--- config.mk ---
export PLATFORM = sky130hd
export DESIGN_NAME = count_seq_ctrl_flat
export DESIGN_NICKNAME = d
export VERILOG_FILES = /design/src/rtl/count_seq_ctrl_if.sv /design/src/rtl/count_seq_ctrl.sv /design/src/flat_wrapper.sv
export SDC_FILE = /design/constraint.sdc
export NUM_CORES = 1
export LEC_CHECK = 0
export CAP_MARGIN = 20
export CORE_ASPECT_RATIO = 0.75
export CORE_MARGIN = 4
export CORE_UTILIZATION = 45
export DETAILED_ROUTE_END_ITERATION = 8
export PLACE_DENSITY = 0.75
export SLEW_MARGIN = 15
export SYNTH_ARGS = -nofsm -noshare
export SYNTH_HDL_FRONTEND = slang
export SYNTH_SLANG_ARGS = --single-unit
--- constraint.sdc ---
create_clock -name clk -period 2.1 [get_ports clk]
set_input_delay 0.63 -clock clk [delete_from_list [all_inputs] [get_ports clk]]
set_output_delay 0.63 -clock clk [all_outputs]
set_load 0.005 [all_outputs]
--- src/rtl/count_seq_ctrl_if.sv ---
// Command/status bundle between a run controller and whatever drives it.
//   master : issues start/stop/pause plus run configuration, observes status
//   slave  : the controller; consumes commands, drives busy/tick/done/Count/
//            CountBar/periods
interface count_seq_ctrl_if #(
    parameter int WIDTH = 3,
    parameter int RPT_W = 4
);
    logic             start;
    logic             stop;
    logic             pause;
    logic             mode;
    logic [WIDTH-1:0] term;
    logic [RPT_W-1:0] repeat_n;
    logic             busy;
    logic             tick;
    logic             done;
    logic [WIDTH-1:0] Count;
    logic [WIDTH-1:0] CountBar;
    logic [RPT_W-1:0] periods;

    modport master (
        output start, stop, pause, mode, term, repeat_n,
        input  busy, tick, done, Count, CountBar, periods
    );

    modport slave (
        input  start, stop, pause, mode, term, repeat_n,
        output busy, tick, done, Count, CountBar, periods
    );
endinterface

--- src/rtl/count_seq_ctrl.sv ---
// Run controller for a WIDTH-bit up-counter. Counts 0..term per period, emits a
// tick at each period end and a done pulse when a run finishes normally.
// One-shot (mode=0) or periodic (mode=1, repeat_n periods, 0 = endless).
// Ports:
//   clk   : rising-edge clock
//   reset : asynchronous, active-low
//   bus   : count_seq_ctrl_if.slave -- start/stop/pause/mode/term/repeat_n in,
//           busy/tick/done/Count/CountBar/periods out (all registered)
module count_seq_ctrl #(
    parameter int WIDTH = 3,
    parameter int RPT_W = 4
) (
    input  logic              clk,
    input  logic              reset,
    count_seq_ctrl_if.slave   bus
);
    typedef enum logic [1:0] {
        S_IDLE = 2'd0,
        S_RUN  = 2'd1,
        S_HOLD = 2'd2,
        S_DONE = 2'd3
    } state_t;

    state_t           state_q, state_d;
    logic [WIDTH-1:0] count_q, count_d;
    logic [RPT_W-1:0] periods_q, periods_d;
    logic [WIDTH-1:0] term_q, term_d;
    logic             mode_q, mode_d;
    logic [RPT_W-1:0] rep_q, rep_d;
    logic             busy_q, busy_d;
    logic             tick_q, tick_d;
    logic             done_q, done_d;
    logic [RPT_W-1:0] periods_inc;

    assign periods_inc = periods_q + RPT_W'(1);

    always_comb begin
        state_d   = state_q;
        count_d   = count_q;
        periods_d = periods_q;
        term_d    = term_q;
        mode_d    = mode_q;
        rep_d     = rep_q;
        tick_d    = 1'b0;
        done_d    = 1'b0;

        case (state_q)
            S_IDLE: begin
                if (bus.start) begin
                    term_d    = bus.term;
                    mode_d    = bus.mode;
                    rep_d     = bus.repeat_n;
                    count_d   = '0;
                    periods_d = '0;
                    state_d   = S_RUN;
                end
            end
            S_RUN: begin
                if (bus.stop) begin
                    count_d = '0;
                    state_d = S_IDLE;
                end else if (bus.pause) begin
                    state_d = S_HOLD;
                end else if (count_q == term_q) begin
                    count_d   = '0;
                    tick_d    = 1'b1;
                    periods_d = periods_inc;
                    // Compare against the incremented value so the final
                    // period's tick and done land in the same cycle.
                    if (!mode_q || (rep_q != '0 && periods_inc == rep_q)) begin
                        done_d  = 1'b1;
                        state_d = S_DONE;
                    end
                end else begin
                    count_d = count_q + WIDTH'(1);
                end
            end
            S_HOLD: begin
                if (bus.stop) begin
                    count_d = '0;
                    state_d = S_IDLE;
                end else if (!bus.pause) begin
                    // Exit edge only re-enters RUN; counting resumes next edge.
                    state_d = S_RUN;
                end
            end
            default: begin
                // DONE is a single cycle; start here is dropped, not queued.
                state_d = S_IDLE;
            end
        endcase

        busy_d = (state_d == S_RUN) || (state_d == S_HOLD);
    end

    always_ff @(posedge clk or negedge reset) begin
        if (!reset) begin
            state_q   <= S_IDLE;
            count_q   <= '0;
            periods_q <= '0;
            term_q    <= '0;
            mode_q    <= 1'b0;
            rep_q     <= '0;
            busy_q    <= 1'b0;
            tick_q    <= 1'b0;
            done_q    <= 1'b0;
        end else begin
            state_q   <= state_d;
            count_q   <= count_d;
            periods_q <= periods_d;
            term_q    <= term_d;
            mode_q    <= mode_d;
            rep_q     <= rep_d;
            busy_q    <= busy_d;
            tick_q    <= tick_d;
            done_q    <= done_d;
        end
    end

    assign bus.busy     = busy_q;
    assign bus.tick     = tick_q;
    assign bus.done     = done_q;
    assign bus.Count    = count_q;
    assign bus.CountBar = ~count_q;
    assign bus.periods  = periods_q;
endmodule
--- src/flat_wrapper.sv ---
// flat-port wrapper written by rule: the top's interface ports become plain ports
module count_seq_ctrl_flat 
#(
    parameter int WIDTH = 3,
    parameter int RPT_W = 4
)
  (clk, reset, bus_start, bus_stop, bus_pause, bus_mode, bus_term, bus_repeat_n, bus_busy, bus_tick, bus_done, bus_Count, bus_CountBar, bus_periods);
  count_seq_ctrl_if #(.WIDTH(WIDTH), .RPT_W(RPT_W)) bus_i ();
  input  logic clk;
  input  logic reset;
  input wire logic [$bits(bus_i.start)-1:0] bus_start;
  input wire logic [$bits(bus_i.stop)-1:0] bus_stop;
  input wire logic [$bits(bus_i.pause)-1:0] bus_pause;
  input wire logic [$bits(bus_i.mode)-1:0] bus_mode;
  input wire logic [$bits(bus_i.term)-1:0] bus_term;
  input wire logic [$bits(bus_i.repeat_n)-1:0] bus_repeat_n;
  output wire logic [$bits(bus_i.busy)-1:0] bus_busy;
  output wire logic [$bits(bus_i.tick)-1:0] bus_tick;
  output wire logic [$bits(bus_i.done)-1:0] bus_done;
  output wire logic [$bits(bus_i.Count)-1:0] bus_Count;
  output wire logic [$bits(bus_i.CountBar)-1:0] bus_CountBar;
  output wire logic [$bits(bus_i.periods)-1:0] bus_periods;
  assign bus_i.start = bus_start;
  assign bus_i.stop = bus_stop;
  assign bus_i.pause = bus_pause;
  assign bus_i.mode = bus_mode;
  assign bus_i.term = bus_term;
  assign bus_i.repeat_n = bus_repeat_n;
  assign bus_busy = bus_i.busy;
  assign bus_tick = bus_i.tick;
  assign bus_done = bus_i.done;
  assign bus_Count = bus_i.Count;
  assign bus_CountBar = bus_i.CountBar;
  assign bus_periods = bus_i.periods;
  count_seq_ctrl #(.WIDTH(WIDTH), .RPT_W(RPT_W)) u_core (.clk(clk), .reset(reset), .bus(bus_i));
endmodule
# [Word-level counts from Yosys, hierarchy flattened]
# Cells that the tools add are included.
[word_totals] word_cells=63 input_bits=13 reg_bits=20 out_inout_bits=13
[classes] addsub=2 n_bitwise=1 eq_ne=12 muxes=28 n_reduce_logical=11
[op_table] op="4-bit 2-to-1 mux" n=4
[op_table] op="3-bit 2-to-1 mux" n=5
[op_table] op="2-bit 2-to-1 mux" n=7
[op_table] op="1-bit 2-to-1 mux" n=9
[op_table] op="3-bit one-hot mux with 3 select lines" n=1
[op_table] op="2-bit inequality test, second input constant" n=4
[op_table] op="4-bit one-hot mux with 2 select lines" n=1
[op_table] op="2-bit one-hot mux with 3 select lines" n=1
[op_table] op="5-bit AND reduction" n=1
[op_table] op="4-bit by 1-bit adder with 4-bit output, second input constant" n=1
[op_table] op="2-bit by 1-bit == test with 1-bit output, second input constant" n=2
[op_table] op="2-bit == test, second input constant" n=2
[op_table] op="4-bit == test" n=1
[op_table] op="4-bit AND reduction" n=1
[op_table] op="4-bit nonzero test" n=1
[op_table] op="3-bit by 1-bit adder with 3-bit output, second input constant" n=1
[op_table] op="3-bit == test" n=1
[op_table] op="3-bit inequality test, second input constant" n=1
[op_table] op="3-bit inverter" n=1
[op_table] op="3-bit nonzero test" n=1
[op_table] op="2-bit zero test" n=1
[op_table] op="1-bit logical OR" n=2
[op_table] op="2-bit by 1-bit inequality test with 1-bit output, second input constant" n=1
[op_table] op="2-bit AND reduction" n=1
[op_table] op="other kinds (3)" n=3

# [Depth between registers and ports, before layout]
# Gate-level depths: netlist (run 1).
[depth] word_depth=11 ltp_mapped=6 mapped_depth_nobuf=5

# [Worst setup path before layout (run 1)]
# No wires, ideal clock.
[synth_timing] path_type="input-to-reg" startpoint="input port bus_stop" endpoint="register u_core.periods_q[0] (netlist: u_core.bus.periods[0])" arrival_ps=1894 slack_ps=81 setup_ps=125 stages=4 t_required_ps=1975 n_path_buf=0 path_cell_list="or3b_1 > or4_4 > a21o_1 > mux2_4"
[synth_between] elab_chain_len=2
[synth_rtl] element="from (decl)" line="flat_wrapper.sv:12" source="input wire logic [$bits(bus_i.stop)-1:0] bus_stop;"
[synth_rtl] element="2-bit inequality test (no line)"
[synth_rtl] element="5-bit AND reduction (no line)"
[synth_rtl] element="to (signal assigned)" line="count_seq_ctrl.sv:110" source="periods_q <= periods_d;"
[synth_rtl] element="to (decl)" line="count_seq_ctrl.sv:26" source="logic [RPT_W-1:0] periods_q, periods_d;"
# Every way passes these cells.
# A chain may end at the register's enable or synchronous reset.

# [Final worst setup path (run 1)]
[layout_timing] startpoint="input port bus_pause" endpoint="register u_core.periods_q[0] (netlist: u_core.bus.periods[0])"
[layout_between] elab_chain_len=2
[layout_rtl] element="from (decl)" line="flat_wrapper.sv:13" source="input wire logic [$bits(bus_i.pause)-1:0] bus_pause;"
[layout_rtl] element="2-bit inequality test (no line)"
[layout_rtl] element="5-bit AND reduction (no line)"
# Every way passes these cells.

==> results of run 1 <==
==> sequential cells by signal (all words and copies together), names as in the netlist, 2 cells and up <==
signal              cells
u_core.term_q           3
u_core.bus.periods      4
u_core.rep_q            4
u_core.bus.Count        3
u_core.state_q          2
==> timing repair <==
| action | in CTS | in global routing |
|---|---|---|
| setup endpoints to repair | 4 | 0 |
| resized for setup | 3 | 0 |
| hold endpoints to repair | 0 | 0 |
==> final cells by class <==
cell class              count  area (um^2)  share of cell area [%]
repair buffers             34          315                    22.9
clock buffers               4         36.3                    2.64
well taps                  24         30.0                    2.18
inverters                   6         22.5                    1.64
multi-input cells          66          472                    34.3
flip-flops and latches     20          500                    36.4
==> metrics by stage <==
step                      TNS [ps]  std cells
after floorplan                  0         93
after detailed placement     -1860        150
after CTS                        0        154
after global routing             0        154
final                            0        154
after global placement       -1330        150
==> critical path: stages <==
cell and delay [ps]:
dlygate4sd2_1 250, or3b_4 400, or4_4 500, a21o_1 220, mux2_4 270
==> cells in the mapped netlist (all sizes together) <==
cell and instances:
a21o 2, nor3 6, and2b 1, nand2b 1, a31oi 1, dfrtp 20
xor2 5, o31a 1, xnor2 3, a21oi 5, o211ai 1, mux2 9
o21ai 5, o41ai 2, or3 1, a22o 1, inv 6, mux2i 1
or3b 1, or4 1, ha 2, o22ai 1, and2 2, clkbuf 1
nor2 4, nor2b 1, nand3 1, nand2 8
==> worst max-delay path by stage <==
stage,start,end,cells after the start
2_1_floorplan,bus_stop,u_core.bus.periods[0],4
3_3_place_gp,bus_stop,u_core.bus.periods[0],5
3_5_place_dp,bus_stop,u_core.bus.periods[0],5
4_1_cts,bus_pause,u_core.bus.periods[0],5
5_1_grt,bus_pause,u_core.bus.periods[0],5
6_report,bus_pause,u_core.bus.periods[0],5
==> routing by layer <==
layer / track usage (%) / share of wire, % / vias up
met5: 0 / 0 / -
met4: 3.18 / 0 / 0
met3: 5.32 / 5.8 / 0
met2: 24.3 / 49 / 19
met1: 18.4 / 45 / 376
li1: - / - / 401
==> kinds of logic (layout without fill, tap and decap cells) <==
group | after synthesis | in the layout | share of synthesized area [%]
buf+inv | 7 | 44 | 2.64
mux | 10 | 10 | 11.6
fa+ha+maj | 2 | 2 | 2.51
xor+xnor | 8 | 8 | 7.04
compound gates | 19 | 19 | 12.1
flops | 20 | 20 | 50.3
simple gates | 27 | 27 | 13.9
==> power groups by stage <==
stage,combinational [mW],clock (mW),sequential [mW]
3_5_place_dp,0.535,0,0.625
2_1_floorplan,0.321,0,0.589
3_3_place_gp,0.517,0,0.615
6_report,0.533,0.218,0.613
4_1_cts,0.540,0.228,0.615
5_1_grt,0.586,0.247,0.632
==> Implementation_results.wiki, run 1 <==
{| class="wikitable"
! Metric !! Value
|-
| Switching share of power || 32.5%
|-
| Unrepaired setup endpoints after global routing || no
|-
| Cell variety after synth || 30
|-
| Average size of a mapped cell || 10.7 um^2
|-
| Internal Pwr Total || 920 uW
|-
| Cells taking the most area after synthesis || dfrtp_1 (50%), mux2_2 (9.0%), xor2_1 (4.4%)
|-
| Post-Syn Instances || 93
|-
| Combinational Power Share || between 30% and 40%
|-
| Root buffer selected by CTS || clkbuf_4
|-
| Startpoint-to-endpoint class of the critical path || in -> reg
|-
| Chip height || 48.7 um
|-
| Number of antenna violations at the first check in global routing || 0
|-
| Worst min-delay path class || reg -> reg
|-
| DR DRC count || 0
|-
| TritonCTS buffer count || 3
|-
| First-pass GRT wire length || approximately 3600 um
|-
| Part of the cycle the worst path needs || 98.6%
|-
| Result of the run || finished, final reports clean
|-
| Fin nets || 146
|-
| Number of placement rows || 14
|-
| Synth-to-layout area growth || 38.2%
|-
| Final hold vios || 0
|-
| Number of cell instances on the worst register-to-register path || 4
|-
| X dimension of the die || between 60 and 70 um
|-
| Reg2reg start || u_core.state_q[0]
|-
| Final count of negative-setup-slack endpoints || 0
|-
| Total track usage || 14.7%
|-
| Clk pin slew, worst setup/hold paths || 110 ps
|-
| Critical Path Fanout Max || 4
|-
| Bufs on Longest Clock Path || 2
|-
| Number of setup buffers added after CTS || 0
|-
| Total via count after detailed routing || between 700 and 800
|-
| Setup ws final || 29.9 ps
|-
| Crit. End Element || register
|-
| Most common cell after layout, fill and taps aside || clkdlybuf4s50_1
|-
| Final core utilization || 67.2%
|-
| DP Worst Slack || -457 ps
|-
| Starting DRT DRC Count || 21
|-
| Relative contribution of sequential cells to total power || 44.9%
|-
| Number of antenna cells inserted || 0
|-
| Post-synth net total || 108
|-
| Die footprint || 3040 um^2
|-
| Hold Slack || 543 ps
|-
| Mean routed wirelength per cell || between 10 and 15 um
|-
| Top-level port count || 26
|-
| Clock sink count || 20
|-
| Launch point of the worst hold path || u_core.mode_q
|-
| Slack of the worst reg-to-reg path || 120 ps
|-
| Core Region || 2050 um^2
|-
| Worst slew pin tran || 599 ps
|-
| Slew Limit Fails || 0
|-
| Skew final || between 2 and 3 ps
|-
| Area share of the largest cell type after synthesis || 50.3%
|-
| Yosys warning total || 0
|-
| CTS tree || done
|-
| WP data required || 2300 ps
|-
| Final weighted congestion in routability-driven placement || roughly 0.80
|-
| Instance count along the most critical hold path || 1
|-
| Remaining antenna violation count after routing || 0
|-
| Launching element type of the critical path || input port
|-
| Proportion of layout cells with a drive suffix above 1 || 18.5%
|-
| Vias in the first global route || 802
|-
| Count of buffers from port buffering || 25
|-
| Starting density of the core || between 40% and 50%
|-
| Final non-filler cell area || 1380 um^2
|-
| Terminating pin of the worst hold path || u_core.mode_q
|-
| Maximum number of pins on one net before global-route repair || 21
|-
| Maximum resistive drop on vdd || roughly 0.60 mV
|-
| Total detailed-routing wirelength || 2080 um
|-
| Reported net switching power || 444 uW
|-
| Clock latency of the later-clocked register in the worst-skew pair || 300 ps
|-
| Total number of H-tree levels || 1
|-
| CTS Hold Bufs || 0
|-
| Time the final worst path needs with I/O delays and setup || 2070 ps
|-
| Number of vias per cell || 5.17
|-
| Cell area after synthesis || 996 um^2
|-
| Rel. slew slack || 59.6%
|-
| Leak || 0.612 nW
|-
| Commonest non-fill, non-tap cells in the layout || clkdlybuf4s50_1 (23), dfrtp_1 (20), buf_4 (9)
|-
| Cell area after placement || 1340 um^2
|-
| Total of max-cap violations || 0
|-
| Post-layout total power || roughly 1.4 mW
|-
| Total overflow reported by the global router || 0
|-
| Endpoint of the lowest-slack register-to-register path || u_core.bus.periods[0]
|-
| Detailed placer's ending HPWL || 1650 um
|-
| Share of synthesized area occupied by flip-flops and latches || 50.3%
|-
| DRT Pass-1 Iters || 4
|-
| Post-synthesis sequential element count || 20
|-
| Max Freq || 483 MHz
|-
| Pwr/cell area || 991 nW/um^2
|-
| Data arrival time of the worst path || 2270 ps
|-
| Layout filler cell count || ~160
|-
| Cell taking the most area after synthesis || dfrtp_1
|-
| Part of the total power dissipated in the clock network || 16.0%
|}
(Power assumes the default switching activity.)
==> inputs of run 2 (changes only) <==
--- a/config.mk
+++ b/config.mk
@@ -8,9 +8,10 @@
 export CAP_MARGIN = 20
 export CORE_ASPECT_RATIO = 0.75
 export CORE_MARGIN = 4
-export CORE_UTILIZATION = 45
+export CORE_UTILIZATION = 47
 export DETAILED_ROUTE_END_ITERATION = 8
-export PLACE_DENSITY = 0.75
+export PLACE_DENSITY = 0.78
+export SETUP_SLACK_MARGIN = 0.1
 export SLEW_MARGIN = 15
 export SYNTH_ARGS = -nofsm -noshare
 export SYNTH_HDL_FRONTEND = slang
==> run 2 against run 1 <==
Effect of this change: clock-buffer cell count unchanged; critical path depth decreased by 3; first-iteration DRC count decreased by 67%; global-route usage increased by 0.81 points; flip-flop and latch count unchanged; sequential share of layout area decreased by 0.52 points; maximum frequency increased by 6.3%; highest routed layer is now met4; sequential power increased by 0.7%; wire length decreased by 3.5%; register-to-register slack improved by 100 ps.
==> Implementation_results.wiki, run 2 (synthesized netlist as in run 1, its figures left out) <==
{| class="wikitable"
! Metric !! Value
|-
| First-pass GRT wire length || between 3000 and 4000 um
|-
| DRT Pass-1 Iters || 4
|-
| Launching element type of the critical path || register
|-
| Time the final worst path needs with I/O delays and setup || around 2000 ps
|-
| DR DRC count || 0
|-
| Final core utilization || 70.0%
|-
| Vias in the first global route || approximately 720
|-
| Clock sink count || 20
|-
| Root buffer selected by CTS || clkbuf_4
|-
| Slack of the worst reg-to-reg path || 220 ps
|-
| Top-level port count || 26
|-
| Unrepaired setup endpoints after global routing || no
|-
| Die footprint || a little under 3000 um^2
|-
| Fin nets || 149
|-
| Endpoint of the lowest-slack register-to-register path || u_core.bus.periods[0]
|-
| Final hold vios || 0
|-
| Total track usage || 15.5%
|-
| Worst slew pin tran || 533 ps
|-
| Total negative setup slack || 0 ps
|-
| Starting density of the core || between 40% and 50%
|-
| TritonCTS buffer count || 3
|-
| Core Region || 2010 um^2
|-
| Skew final || around 4.0 ps
|-
| Total number of H-tree levels || 1
|-
| Reg2reg start || u_core.bus.Count[0]
|-
| Proportion of layout cells with a drive suffix above 1 || 24.1%
|-
| Result of the run || finished, final reports clean
|-
| Part of the cycle the worst path needs || 92.8%
|-
| Remaining antenna violation count after routing || 0
|-
| Leak || 0.620 nW
|-
| Total of max-cap violations || 0
|-
| Instance count along the most critical hold path || 1
|-
| Detailed placer's ending HPWL || 1490 um
|-
| Synth-to-layout area growth || 41.6%
|-
| WP data required || roughly 1500 ps
|-
| Slew Limit Fails || 0
|-
| Clock latency of the later-clocked register in the worst-skew pair || a little over 300 ps
|-
| Post-layout total power || ~1.4 mW
|-
| Number of antenna violations at the first check in global routing || 0
|-
| Clk pin slew, worst setup/hold paths || around 110 ps
|-
| Number of cell instances on the worst register-to-register path || 5
|-
| Mean routed wirelength per cell || between 10 and 15 um
|-
| Starting DRT DRC Count || 7
|-
| Final count of negative-setup-slack endpoints || 0
|-
| Data arrival time of the worst path || about 1300 ps
|-
| Slowest cell on crit path || clkdlybuf4s50_1
|-
| Cell breakdown of the critical path || inv_1, clkdlybuf4s50_1
|-
| Most common cell after layout, fill and taps aside || clkdlybuf4s50_1
|-
| Total overflow reported by the global router || 0
|-
| Number of placement rows || 14
|-
| DP Worst Slack || -389 ps
|-
| Number of vias per cell || 5.23
|-
| Total via count after detailed routing || 821
|-
| Critical Path Fanout Max || 5
|-
| Largest stage delay on the critical path || 490 ps
|-
| Maximum resistive drop on vdd || between 0.6 and 0.7 mV
|-
| Chip height || 47.9 um
|-
| Number of antenna cells inserted || 0
|-
| Crit. End Element || primary output
|-
| Bufs on Longest Clock Path || 2
|-
| Setup ws final || 152 ps
|-
| Count of buffers from port buffering || 25
|-
| Final weighted congestion in routability-driven placement || 0.800
|-
| Rel. slew slack || 64.0%
|-
| Pwr/cell area || 984 nW/um^2
|-
| Capture point of the critical path || bus_CountBar[1]
|-
| Commonest non-fill, non-tap cells in the layout || clkdlybuf4s50_1 (22), dfrtp_1 (16), buf_4 (12)
|-
| CTS Hold Bufs || 0
|-
| CTS tree || done
|-
| Startpoint-to-endpoint class of the critical path || reg -> out
|-
| Max Freq || 513 MHz
|-
| Worst min-delay path class || reg -> reg
|-
| Maximum number of pins on one net before global-route repair || 21
|-
| Total detailed-routing wirelength || between 2000 and 2500 um
|-
| X dimension of the die || 61.2 um
|-
| Launch point of the critical path || u_core.bus.Count[1]
|}
run 2: through the flow:
stage	hold WS [ps]	instances	instance area (um^2)
2_1_floorplan	334	93	996
3_3_place_gp	510	150	1340
3_5_place_dp	514	150	1340
4_1_cts	539	154	1380
5_1_grt	564	157	1410
6_report	538	157	1410
run 2: worst min-delay path by stage:
stage,startpoint,end,slack (ps)
2_1_floorplan,reset,u_core.bus.Count[0],330
3_3_place_gp,u_core.mode_q,u_core.mode_q,510
3_5_place_dp,u_core.mode_q,u_core.mode_q,510
4_1_cts,u_core.mode_q,u_core.mode_q,540
5_1_grt,u_core.term_q[0],u_core.term_q[0],560
6_report,u_core.mode_q,u_core.mode_q,540
run 2: worst max-delay path, delay by kind of cell, from the launching register on:
family / cells / cell delay [ps]
flip-flops: 1 / 460
buffers and inverters: 2 / 550
run 2: per-layer routing:
layer | global-route usage [%] | part of all wire [%]
met1 | 20.2 | 48
met2 | 23.4 | 44
met3 | 7.01 | 7.4
met4 | 4.33 | 0.95
met5 | 0 | 0
run 2: timing repair:
item / in CTS / in global routing
setup endpoints to repair: 4 / 6
setup buffers: 0 / 3
pin swaps: 3 / 2
resized for setup: 6 / 5
run 2: cell type report:
cell class	instances	area, um^2
clock buffers	4	36.3
fillers	150	604
inverters	6	22.5
multi-input cells	66	472
flip-flops and latches	20	505
well taps	24	30.0
repair buffers	37	344
run 2: power breakdown:
group / internal, mW / switching (mW)
Sequential: 0.502 / 0.115
Combinational: 0.336 / 0.210
Clock: 0.106 / 0.118
Total: 0.944 / 0.443
==> inputs of run 3 (changes only) <==
==> constraint.sdc (replaced) <==
create_clock -name clk -period 2 [get_ports clk]
set_input_delay 0.6 -clock clk [delete_from_list [all_inputs] [get_ports clk]]
set_output_delay 0.6 -clock clk [all_outputs]
set_load 0.005 [all_outputs]
==> run 3 against run 2 <==
Effect of this change: via count up 2.6%; combinational power up 15%; register-to-register slack worse by 70 ps; global-route usage up 0.53 points; sequential power up 1%; clock power down 15%; clock skew down 2.2 ps; hold slack about the same; largest power group is now combinational logic; critical path depth up 3.
==> Implementation_results.wiki, run 3 (synthesized netlist as in run 1, its figures left out) <==
{| class="wikitable"
! Metric !! Value
|-
| Result of the run || finished, final reports clean
|-
| Synth-to-layout area growth || 44.2%
|-
| Maximum number of pins on one net before global-route repair || 21
|-
| WP data required || 2200 ps
|-
| Die footprint || 2930 um^2
|-
| Detailed placer's ending HPWL || 1570 um
|-
| Maximum resistive drop on vdd || 0.618 mV
|-
| Proportion of layout cells with a drive suffix above 1 || 26.6%
|-
| Total detailed-routing wirelength || about 2000 um
|-
| First-pass GRT wire length || 3420 um
|-
| Root buffer selected by CTS || clkbuf_4
|-
| Number of antenna cells inserted || 0
|-
| Starting DRT DRC Count || 17
|-
| Launch point of the worst hold path || u_core.mode_q
|-
| Crit. End Element || register
|-
| Most common cell after layout, fill and taps aside || buf_4
|-
| Total overflow reported by the global router || 0
|-
| Chip height || 47.9 um
|-
| Critical Path Fanout Max || 4
|-
| Time the final worst path needs with I/O delays and setup || around 1900 ps
|-
| Worst min-delay path class || reg -> reg
|-
| Starting density of the core || 49.4%
|-
| Commonest non-fill, non-tap cells in the layout || buf_4 (19), clkdlybuf4s50_1 (18), dfrtp_1 (17)
|-
| Number of placement rows || 14
|-
| Cell area after placement || 1360 um^2
|-
| Bufs on Longest Clock Path || 2
|-
| Startpoint-to-endpoint class of the critical path || in -> reg
|-
| TritonCTS buffer count || 3
|-
| Data arrival time of the worst path || 2050 ps
|-
| Total of max-cap violations || 0
|-
| Vias in the first global route || 778
|-
| Number of antenna violations at the first check in global routing || 0
|-
| Final core utilization || 71.3%
|-
| Max Freq || 539 MHz
|-
| Mean routed wirelength per cell || 12.5 um
|-
| CTS Hold Bufs || 0
|-
| Unrepaired setup endpoints after global routing || yes
|-
| Slew Limit Fails || 0
|-
| DR DRC count || 0
|-
| Final hold vios || 0
|-
| DRT Pass-1 Iters || 4
|-
| Total track usage || between 10% and 20%
|-
| Count of buffers from port buffering || 25
|-
| Clk pin slew, worst setup/hold paths || 110 ps
|-
| Skew final || about 1.8 ps
|-
| Fin nets || 156
|-
| Worst slew pin tran || 401 ps
|-
| CTS tree || done
|-
| Clock latency of the later-clocked register in the worst-skew pair || 300 ps
|-
| Rel. slew slack || 72.9%
|-
| Remaining antenna violation count after routing || 0
|-
| Final count of negative-setup-slack endpoints || 0
|-
| Pwr/cell area || 1010 nW/um^2
|-
| Final non-filler cell area || about 1400 um^2
|-
| Slack of the worst reg-to-reg path || 150 ps
|-
| Top-level port count || 26
|-
| Terminating pin of the worst hold path || u_core.mode_q
|-
| Number of cell instances on the worst register-to-register path || 5
|-
| Number of vias per cell || 5.17
|-
| Post-layout total power || 1.44 mW
|-
| Total via count after detailed routing || ~840
|-
| Total number of H-tree levels || 1
|-
| Launching element type of the critical path || input port
|-
| Reg2reg start || u_core.bus.Count[1]
|-
| Clock sink count || 20
|-
| Core Region || 2010 um^2
|-
| X dimension of the die || 61.2 um
|-
| Layout filler cell count || 158
|-
| Leak || just under 0.7 nW
|-
| Instance count along the most critical hold path || 1
|-
| Endpoint of the lowest-slack register-to-register path || u_core.bus.periods[0]
|-
| Part of the cycle the worst path needs || 92.8%
|-
| Final weighted congestion in routability-driven placement || 0.863
|}
## run 3: cell count changes in the layout (fill, tap and decap cells not counted)
cell,change
buf_4,+7
clkdlybuf4s50_1,-4
buf_2,+2
dlygate4sd2_1,+2
dlymetal6s2s_1,+2
clkbuf_8,-1
clkdlybuf4s15_1,-1
clkdlybuf4s15_2,-1
dfrtp_1,+1
dfrtp_2,-1
or3b_1,+1
or3b_4,-1
## run 3: per-layer routing
| layer | GRT usage (%) | routed length [um] | up-vias |
|---|---|---|---|
| met5 | 0 | 0 | - |
| met4 | 4.33 | 38 | 0 |
| met3 | 6.20 | 134 | 6 |
| met2 | 24.3 | 902 | 21 |
| met1 | 21.5 | 967 | 392 |
| li1 | - | - | 423 |
## run 3: how the worst max path moves through the flow
stage | startpoint | endpoint | slack (ps) | cells past startpoint
6_report | bus_pause | u_core.bus.periods[0] | 140 | 5
5_1_grt | u_core.bus.Count[1] | u_core.bus.periods[0] | 100 | 5
4_1_cts | u_core.bus.Count[1] | bus_CountBar[1] | 100 | 2
3_5_place_dp | bus_stop | u_core.bus.periods[0] | -440 | 5
3_3_place_gp | bus_stop | u_core.bus.periods[0] | -420 | 5
2_1_floorplan | bus_stop | u_core.bus.periods[0] | 30 | 4
## run 3: report_power, final
group,total [mW],internal [mW],leakage (nW),switching [mW]
sequential,0.625,0.525,0.251,0.0994
combinational,0.629,0.374,0.418,0.255
clock,0.190,0.0703,0.0138,0.120
total,1.44,0.970,0.682,0.475
## run 3: stage by stage
stage          std cells  hold WS [ps]  TNS, ps  setup slack [ps]
2_1_floorplan         93           304        0              32.3
4_1_cts              159           539        0               102
3_5_place_dp         153           515    -2100              -443
5_1_grt              163           562        0              97.0
3_3_place_gp         153           510    -1890              -417
6_report             163           538        0               143
## run 3: cell type report
class                   count  area, um^2  area share (%)
flip-flops and latches     20         504            35.1
multi-input cells          66         469            32.7
repair buffers             44         388            27.0
well taps                  24        30.0            2.09
clock buffers               3        22.5            1.57
inverters                   6        22.5            1.57
## run 3: critical path: stages
cell and delay, ps:
buf_2 100, or3b_1 390, or4_4 490, a21o_1 210, mux2_4 260
## run 3: what timing repair did
action / in CTS / in global routing
cloned: 0 / 0
pin swaps: 3 / 1
resized for setup: 12 / 3
buffers inserted: 3 / 4
setup endpoints to repair: 10 / 8
